### config.mk
export PLATFORM = sky130hd
export DESIGN_NAME = port_arbiter
export DESIGN_NICKNAME = d
export VERILOG_FILES = /design/src/rtl/port_arbiter.sv
export SDC_FILE = /design/constraint.sdc
export NUM_CORES = 1
export LEC_CHECK = 0
export ABC_CLOCK_PERIOD_IN_PS = 5850
export BUFFER_PORTS_ARGS = -buffer_cell sky130_fd_sc_hd__buf_2
export CAP_MARGIN = 5
export CORE_UTILIZATION = 30
export DETAILED_ROUTE_END_ITERATION = 7
export GPL_TIMING_DRIVEN = 1
export PLACE_DENSITY_LB_ADDON = 0.15
export SLEW_MARGIN = 20
export SYNTH_ARGS = -nofsm -noshare
export SYNTH_HDL_FRONTEND = slang
export SYNTH_SLANG_ARGS = --single-unit
### constraint.sdc
create_clock -name clk -period 5.85 [get_ports clk]
set_clock_uncertainty 0.15 [all_clocks]
set_input_delay 0.2925 -clock clk [delete_from_list [all_inputs] [get_ports clk]]
set_output_delay 0.2925 -clock clk [all_outputs]
set_load 0.01 [all_outputs]
### src/rtl/port_arbiter.sv
`default_nettype none
// ============================================================================
//  Module   : port_arbiter
//  Brief    : Round-robin arbiter granting one of NREQ requesters access to a
//             single output port, with a registered flit output stage.
//             Optional grant locking for multicast bursts is compiled in when
//             the macro PORT_ARB_LOCK_EN is defined.
//  Revision : 1.0 - initial release
// ============================================================================
module port_arbiter #(
  parameter int NREQ     = 7,
  parameter int DATASIZE = 30,
  parameter int LOCK_MAX = 3,
  localparam int IDXW    = (NREQ > 1) ? $clog2(NREQ) : 1
) (
  input  logic                     clk,
  input  logic                     rst,
  input  logic [NREQ-1:0]          req,
  input  logic [NREQ*DATASIZE-1:0] data_in,
  input  logic [NREQ-1:0]          lock_in,
  input  logic                     downstream_full,
  output logic [NREQ-1:0]          ready_out,
  output logic [DATASIZE-1:0]      data_out,
  output logic                     valid_out,
  output logic [IDXW-1:0]          grant_idx
);

  localparam logic [IDXW-1:0] LAST_IDX = IDXW'(NREQ - 1);
  localparam logic [IDXW:0]   NREQ_EXT = (IDXW + 1)'(NREQ);

  // Registered state
  logic [IDXW-1:0]     rr_ptr_q, rr_ptr_d;
  logic [DATASIZE-1:0] data_q;
  logic                valid_q;
  logic [IDXW-1:0]     gidx_q;

  // Combinational arbitration results
  logic                win_found;
  logic [IDXW-1:0]     win_idx;
  logic                grant;
  logic [IDXW-1:0]     gnt_idx;
  logic [NREQ-1:0]     gnt_onehot;

  // Unpacked view of the flattened flit bus
  logic [DATASIZE-1:0] slice [NREQ];

  generate
    for (genvar gi = 0; gi < NREQ; gi++) begin : g_slice
      assign slice[gi] = data_in[gi*DATASIZE +: DATASIZE];
    end
  endgenerate

  function automatic logic [IDXW-1:0] inc_wrap(input logic [IDXW-1:0] idx);
    return (idx == LAST_IDX) ? '0 : idx + 1'b1;
  endfunction

  // First requesting index at or after rr_ptr, wrapping past NREQ-1 to 0
  always_comb begin
    logic [IDXW:0] sum;
    win_found = 1'b0;
    win_idx   = '0;
    sum       = '0;
    for (int k = 0; k < NREQ; k++) begin
      sum = {1'b0, rr_ptr_q} + (IDXW + 1)'(k);
      if (sum >= NREQ_EXT) sum = sum - NREQ_EXT;
      if (!win_found && req[sum[IDXW-1:0]]) begin
        win_found = 1'b1;
        win_idx   = sum[IDXW-1:0];
      end
    end
  end

`ifdef PORT_ARB_LOCK_EN
  localparam int CNTW = (LOCK_MAX > 1) ? $clog2(LOCK_MAX + 1) : 1;

  typedef enum logic {UNLOCKED = 1'b0, LOCKED = 1'b1} state_t;

  state_t          state_q, state_d;
  logic [IDXW-1:0] owner_q, owner_d;
  logic [CNTW-1:0] lock_cnt_q, lock_cnt_d;

  // Grant decision, lock entry/exit and pointer update
  always_comb begin
    grant      = 1'b0;
    gnt_idx    = win_idx;
    rr_ptr_d   = rr_ptr_q;
    state_d    = state_q;
    owner_d    = owner_q;
    lock_cnt_d = lock_cnt_q;
    case (state_q)
      UNLOCKED: begin
        if (!downstream_full && win_found) begin
          grant = 1'b1;
          // A burst limited to one grant is simply an ordinary grant
          if (lock_in[win_idx] && (LOCK_MAX > 1)) begin
            state_d    = LOCKED;
            owner_d    = win_idx;
            lock_cnt_d = CNTW'(1);
          end else begin
            rr_ptr_d = inc_wrap(win_idx);
          end
        end
      end
      LOCKED: begin
        // Backpressure freezes the burst in place
        if (!downstream_full) begin
          if (req[owner_q] && lock_in[owner_q]) begin
            grant      = 1'b1;
            gnt_idx    = owner_q;
            lock_cnt_d = lock_cnt_q + 1'b1;
            if (lock_cnt_d == CNTW'(LOCK_MAX)) begin
              state_d    = UNLOCKED;
              rr_ptr_d   = inc_wrap(owner_q);
              lock_cnt_d = '0;
            end
          end else begin
            // Owner withdrew: release without granting this cycle
            state_d    = UNLOCKED;
            rr_ptr_d   = inc_wrap(owner_q);
            lock_cnt_d = '0;
          end
        end
      end
      default: state_d = UNLOCKED;
    endcase
  end

  // Lock state registers
  always_ff @(posedge clk or posedge rst) begin
    if (rst) begin
      state_q    <= UNLOCKED;
      owner_q    <= '0;
      lock_cnt_q <= '0;
    end else begin
      state_q    <= state_d;
      owner_q    <= owner_d;
      lock_cnt_q <= lock_cnt_d;
    end
  end
`else
  logic unused_lock_in;
  assign unused_lock_in = ^lock_in;

  // Plain round-robin grant decision and pointer update
  always_comb begin
    grant    = 1'b0;
    gnt_idx  = win_idx;
    rr_ptr_d = rr_ptr_q;
    if (!downstream_full && win_found) begin
      grant    = 1'b1;
      rr_ptr_d = inc_wrap(win_idx);
    end
  end
`endif

  // One-hot pop strobe, forced low while in reset
  always_comb begin
    gnt_onehot          = '0;
    gnt_onehot[gnt_idx] = grant & ~rst;
  end

  assign ready_out = gnt_onehot;

  // Pointer and registered output stage
  always_ff @(posedge clk or posedge rst) begin
    if (rst) begin
      rr_ptr_q <= '0;
      data_q   <= '0;
      valid_q  <= 1'b0;
      gidx_q   <= '0;
    end else begin
      rr_ptr_q <= rr_ptr_d;
      valid_q  <= grant;
      if (grant) begin
        data_q <= slice[gnt_idx];
        gidx_q <= gnt_idx;
      end
    end
  end

  assign data_out  = data_q;
  assign valid_out = valid_q;
  assign grant_idx = gidx_q;

endmodule
`default_nettype wire

==> results of run 1 <==
-- kinds of logic after synthesis --
logic type / synth area share
muxes: 0.121
buffers and inverters: 0.0737
xor gates and xnor gates: 0.0114
adders and majority gates: 0.0323
and+or+nand+nor: 0.241
DFF: 0.176
AOI/OAI and AO/OA: 0.344
-- how the worst max path moves through the flow --
stage | startpoint | to | slack [ps] | cells past startpoint
6_report | rr_ptr_q[0] | ready_out[0] | 490 | 13
2_1_floorplan | rr_ptr_q[1] | ready_out[2] | 1300 | 17
5_1_grt | rr_ptr_q[0] | ready_out[0] | 190 | 14
3_3_place_gp | rr_ptr_q[0] | data_out[5] | 790 | 15
3_5_place_dp | rr_ptr_q[0] | data_out[5] | 710 | 15
4_1_cts | rr_ptr_q[0] | ready_out[0] | 470 | 13
-- flip-flops by register name, summed over array words and instances (netlist names) --
register and cells:
rr_ptr_q 3, valid_out 1, grant_idx 3, data_out 30
-- tightest hold or removal path, delay by kind of cell --
kind                   cells  cell delay, ps
buffers and inverters      3             570
-- per-stage QoR --
step	utilization	instance area (sq um)	hold WS, ps
global route	0.400	6900	30.2
floorplan	-	5260	281
finish	0.400	6900	-19.3
detailed placement	0.392	6750	311
CTS	0.400	6890	1.13
global placement	0.392	6750	310
-- layer usage --
layer | vias to the layer above | share of wire | GRT usage
met4 | 4 | 0.024 | 0.0836
met2 | 213 | 0.49 | 0.396
met1 | 2887 | 0.42 | 0.291
met3 | 31 | 0.062 | 0.0416
met5 | - | 0.00084 | 0
li1 | 2989 | - | -
-- cell type report --
cell class | instances | area share
timing repair buffer | 287 | 0.220
tap | 225 | 0.0408
inverter | 11 | 0.00598
antenna | 3 | 0.00109
clock buffer | 5 | 0.0181
clock inverter | 3 | 0.00254
multi-input combinational | 545 | 0.578
sequential | 37 | 0.134
-- placed cells by master, fill, tap and decap left out, drive strengths merged, types with 4 or more instances in the layout --
master    n
ha       12
a211oi    8
nand2    56
a32oi    17
inv      10
nand2b   12
a211o    16
and3     32
nand3b    8
a21bo    15
nor2b     6
a22oi    17
and2      8
o21ai    60
nand3    27
a32o      4
mux2i    39
mux2     22
a21o      5
xnor2     5
nor3      8
a21oi    29
nor2     14
and3b     4
nand4    32
a21boi   30
buf     287
dfrtp    37
clkbuf    5
==> impl_metrics.py, run 1 <==
metrics = {
    "global_route": {
        "grt_max_degree": 55,
        "gr-total-overflow": 0,
        "grt_pass1_vias": 5820,
        "antenna_found_initial": 6,
        "grt_pass1_wl_microns": 32500,
        "grt.total_usage": 0.232,
    },
    "timing": {
        "worstMarginPinSlew_ps": 1030,
        "worst_slack_ps": 492,
        "fmax_ghz": 0.187,
        "final.setup.tns_ps": 0,
        "fin_crit_sh": 0.916,
        "setup_viol": 0,
        "rsz0062_at_grt": "false",
        "slew_viol_final": 0,
        "period_needed_ps": 5360,
        "hold_viol_final": 37,
        "slew-limit-headroom": 0.313,
        "fin_hold_ws_ps": -19.3,
    },
    "setup_path": {
        "r2r_cells": 15,
        "crit_family": "simple AND/OR/NAND/NOR gates",
        "cp_slowest_cell": "nor2_4",
        "crit_path_start_kind": "register",
        "end_kind": "output port",
        "r2r-start": "rr_ptr_q[0]",
        "r2r_end": "data_out[5]",
        "critPathBufInv": 2,
        "worstSetupPathType": "register to output port",
        "rrSetupSlack_ps": 700,
        "crit_chain": "ha_1 > inv_1 > fa_1 > or3b_2 > a21boi_0 > o311a_1 > a21oi_1 > nand4_1 > o32a_4 > nor2_4 > nand3_1 > nor3_1 > buf_2",
        "required_ps": 5410,
        "worstPathArrival_ps": 4920,
        "path_max_fanout": 38,
        "cpPeakStageDelay_ps": 800,
    },
    "yosys": {
        "ys_seq_area_frac": 0.176,
        "ys_types": 82,
        "synth_common_cells": "nand2_1, o21ai_0, clkbuf_1",
        "synth_nets": 901,
        "synth_edf_count": 0,
        "synth_warnings": 0,
        "syn_area_sq_um": 5260,
        "synth_area_leaders": "dfrtp_1, mux2i_1, mux2_2",
        "synthFlopType": "dfrtp_1",
        "ys_async_sr_fraction": 1.00,
        "syn_inst": 661,
        "yosys_register_bits": 37,
        "yosysTopAreaCell": "dfrtp_1",
        "yosysMostFrequentCell": "nand2_1",
        "syn_area_per_cell_sq_um": 7.96,
        "yosys.area.top_type_share": 0.176,
    },
    "floorplan": {
        "num_rows": 48,
        "die_h_microns": 134,
        "die-area_sq_um": 18100,
        "core_region_area_sq_um": 17200,
        "start_util": 0.305,
        "die_x_microns": 134,
        "ios": 268,
    },
    "clock_tree": {
        "post_cts_buffers": 0,
        "post_cts_resized": 0,
        "root_buffer": "clkbuf_16",
        "clockBufferDepth": 2,
        "cts-htree-levels": 2,
        "cts_sinks": 37,
        "cts_tree": "built",
        "holdBufCountCts": 0,
        "clkSlewWorstSetupHoldPaths_ps": 60,
        "insertion_delay_ps": 290,
        "cts-buffers-inserted": 5,
    },
    "layout": {
        "fillers": 1787,
        "instances_no_fill": 1116,
        "multi_input_area_sq_um": 3990,
        "regArea_sq_um": 926,
        "final_net_count": 1127,
        "drive_above_1_share": 0.400,
        "area_growth_pct": 31.2,
    },
    "run_status": {
        "violations": "hold timing",
        "status": "finished, violations left",
    },
    "drt": {
        "wl_microns": 21500,
        "vias": 6124,
        "wl_per_cell_microns": 19.3,
        "dr.pass1.iters": 5,
        "via_per_inst": 5.49,
        "drt-initial-drc-count": 338,
        "ant_nets": 0,
        "drt_drc_violations_left": 0,
    },
    "placed_design": {
        "dp_hpwl_microns": 16300,
        "dp.cells": 1105,
        "dp_slack_ps": 710,
        "gp_congestion": 0.866,
        "io_buffers": 260,
    },
    "flow_run": {
        "maxCapViolations": 0,
    },
    "min_path": {
        "min_path_type": "input port to asynchronous set/reset pin",
    },
}
Power of run 1 is not shown: default switching activity piles up to over one toggle a cycle in this logic, so the estimate is an artifact.
==> run 2, diff against run 1 <==
- PLACE_DENSITY: unset -> 0.64
- PLACE_DENSITY_LB_ADDON: 0.15 -> unset
==> run 2 against run 1 <==
Against the previous run: the flow now finishes without violations; first-iteration DRC count up 12%; cell area up 0.54%; core utilization up 0.22 points; wire length down 3.7%; die area unchanged; fmax down 1.7%; global-route usage down 1.1 points; sequential cell count unchanged; non-clock buffer count up 1; largest cell class unchanged.
==> impl_metrics.py, run 2 (same netlist as run 1, synthesis figures left out) <==
metrics = {
    "run_status": {
        "status": "complete, no violations",
    },
    "drt": {
        "dr.pass1.iters": 4,
        "drt_drc_violations_left": 0,
        "vias": 6235,
        "ant_nets": 0,
        "wl_microns": 20700,
        "wl_per_cell_microns": 18.5,
        "via_per_inst": 5.56,
        "drt-initial-drc-count": 378,
    },
    "global_route": {
        "grt_max_degree": 61,
        "grt.total_usage": 0.221,
        "gr-total-overflow": 0,
        "antenna_found_initial": 10,
        "grt_pass1_wl_microns": 31400,
        "grt_pass1_vias": 5925,
    },
    "layout": {
        "final_cell_mix": "buf_2, nand2_1, o21ai_0",
        "multi_input_area_sq_um": 3990,
        "regArea_sq_um": 926,
        "area_growth_pct": 31.9,
        "drive_above_1_share": 0.400,
        "largest_reg_flops": 30,
        "final_net_count": 1128,
        "final_common_cell": "buf_2",
        "fillers": 1769,
    },
    "timing": {
        "slew-limit-headroom": 0.335,
        "rsz0062_at_grt": "false",
        "final.setup.tns_ps": 0,
        "hold_viol_final": 0,
        "period_needed_ps": 5450,
        "worstMarginPinSlew_ps": 995,
        "fin_hold_ws_ps": 59.6,
        "slew_viol_final": 0,
        "setup_viol": 0,
        "fin_crit_sh": 0.932,
        "fmax_ghz": 0.183,
    },
    "clock_tree": {
        "post_cts_buffers": 0,
        "clkSlewWorstSetupHoldPaths_ps": 60,
        "holdBufCountCts": 0,
        "clockBufferDepth": 2,
        "cts-buffers-inserted": 5,
        "cts_sinks": 37,
        "cts_tree": "built",
        "insertion_delay_ps": 280,
        "post_cts_resized": 0,
        "cts-htree-levels": 2,
        "root_buffer": "clkbuf_16",
    },
    "placed_design": {
        "dp_hpwl_microns": 15600,
        "gp_congestion": 0.905,
        "io_buffers": 260,
    },
    "setup_path": {
        "end_kind": "output port",
        "rrSetupSlack_ps": 640,
        "crit_path_start_kind": "register",
        "cpPeakStageDelay_ps": 750,
        "critPathBufInv": 3,
        "required_ps": 5410,
        "path_max_fanout": 38,
        "crit_family": "simple AND/OR/NAND/NOR gates",
        "path_common_cell": "inv_1",
        "worstPathArrival_ps": 5010,
        "r2r-start": "rr_ptr_q[0]",
        "r2r_cells": 14,
        "crit_chain": "inv_1 > ha_1 > inv_1 > fa_1 > or3b_2 > a21boi_0 > o311a_1 > a21oi_1 > nand4_1 > o32a_4 > nor2_4 > nand3_1 > nor3_1 > buf_2",
        "startpoint": "rr_ptr_q[1]",
        "worstSetupPathType": "register to output port",
        "r2r_end": "data_out[0]",
        "cp_slowest_cell": "nor2_4",
    },
    "floorplan": {
        "die_x_microns": 134,
        "ios": 268,
        "start_util": 0.305,
        "die_h_microns": 134,
        "num_rows": 48,
        "die-area_sq_um": 18100,
        "core_region_area_sq_um": 17200,
    },
    "flow_run": {
        "maxCapViolations": 0,
    },
    "min_path": {
        "min_path_type": "input port to asynchronous set/reset pin",
    },
}
## run 2: area by class of cell
class                   count  share of cell area
diodes                      8             0.00289
clock buffers               7              0.0206
clock inverters             1             0.00433
inverters                  11             0.00595
multi-input cells         545               0.574
flip-flops and latches     37               0.133
well taps                 225              0.0406
repair buffers            288               0.218
## run 2: how the worst max path moves through the flow
stage / end / cells past startpoint
2_1_floorplan: ready_out[2] / 17
3_3_place_gp: data_out[0] / 14
3_5_place_dp: data_out[0] / 14
4_1_cts: ready_out[0] / 14
5_1_grt: ready_out[0] / 14
6_report: ready_out[0] / 14
## run 2: per-stage QoR
| stage | setup slack [ps] | cell area (sq um) | util | cells |
|---|---|---|---|---|
| floorplan | 1300 | 5260 | - | 661 |
| global placement | 768 | 6750 | 0.391 | 1106 |
| detailed placement | 722 | 6750 | 0.391 | 1106 |
| CTS | 397 | 6920 | 0.401 | 1114 |
| global route | 125 | 6930 | 0.402 | 1120 |
| finish | 400 | 6940 | 0.403 | 1122 |
## run 2: worst register-to-register path: cells and delay by family (launching register included)
family	cells	cell delay (ps)
compound gates	5	1670
fa+ha+maj	2	760
buf+inv	2	710
flops	1	540
mux	1	340
simple gates	4	920
## run 2: layer usage
| layer | GRT usage | vias to the layer above | routed length (microns) |
|---|---|---|---|
| li1 | - | 3005 | - |
| met1 | 0.263 | 2981 | 8390 |
| met2 | 0.383 | 208 | 10500 |
| met3 | 0.0446 | 37 | 1190 |
| met4 | 0.0955 | 4 | 622 |
| met5 | 0 | - | 20 |
Power of run 2 is left out for the same reason.
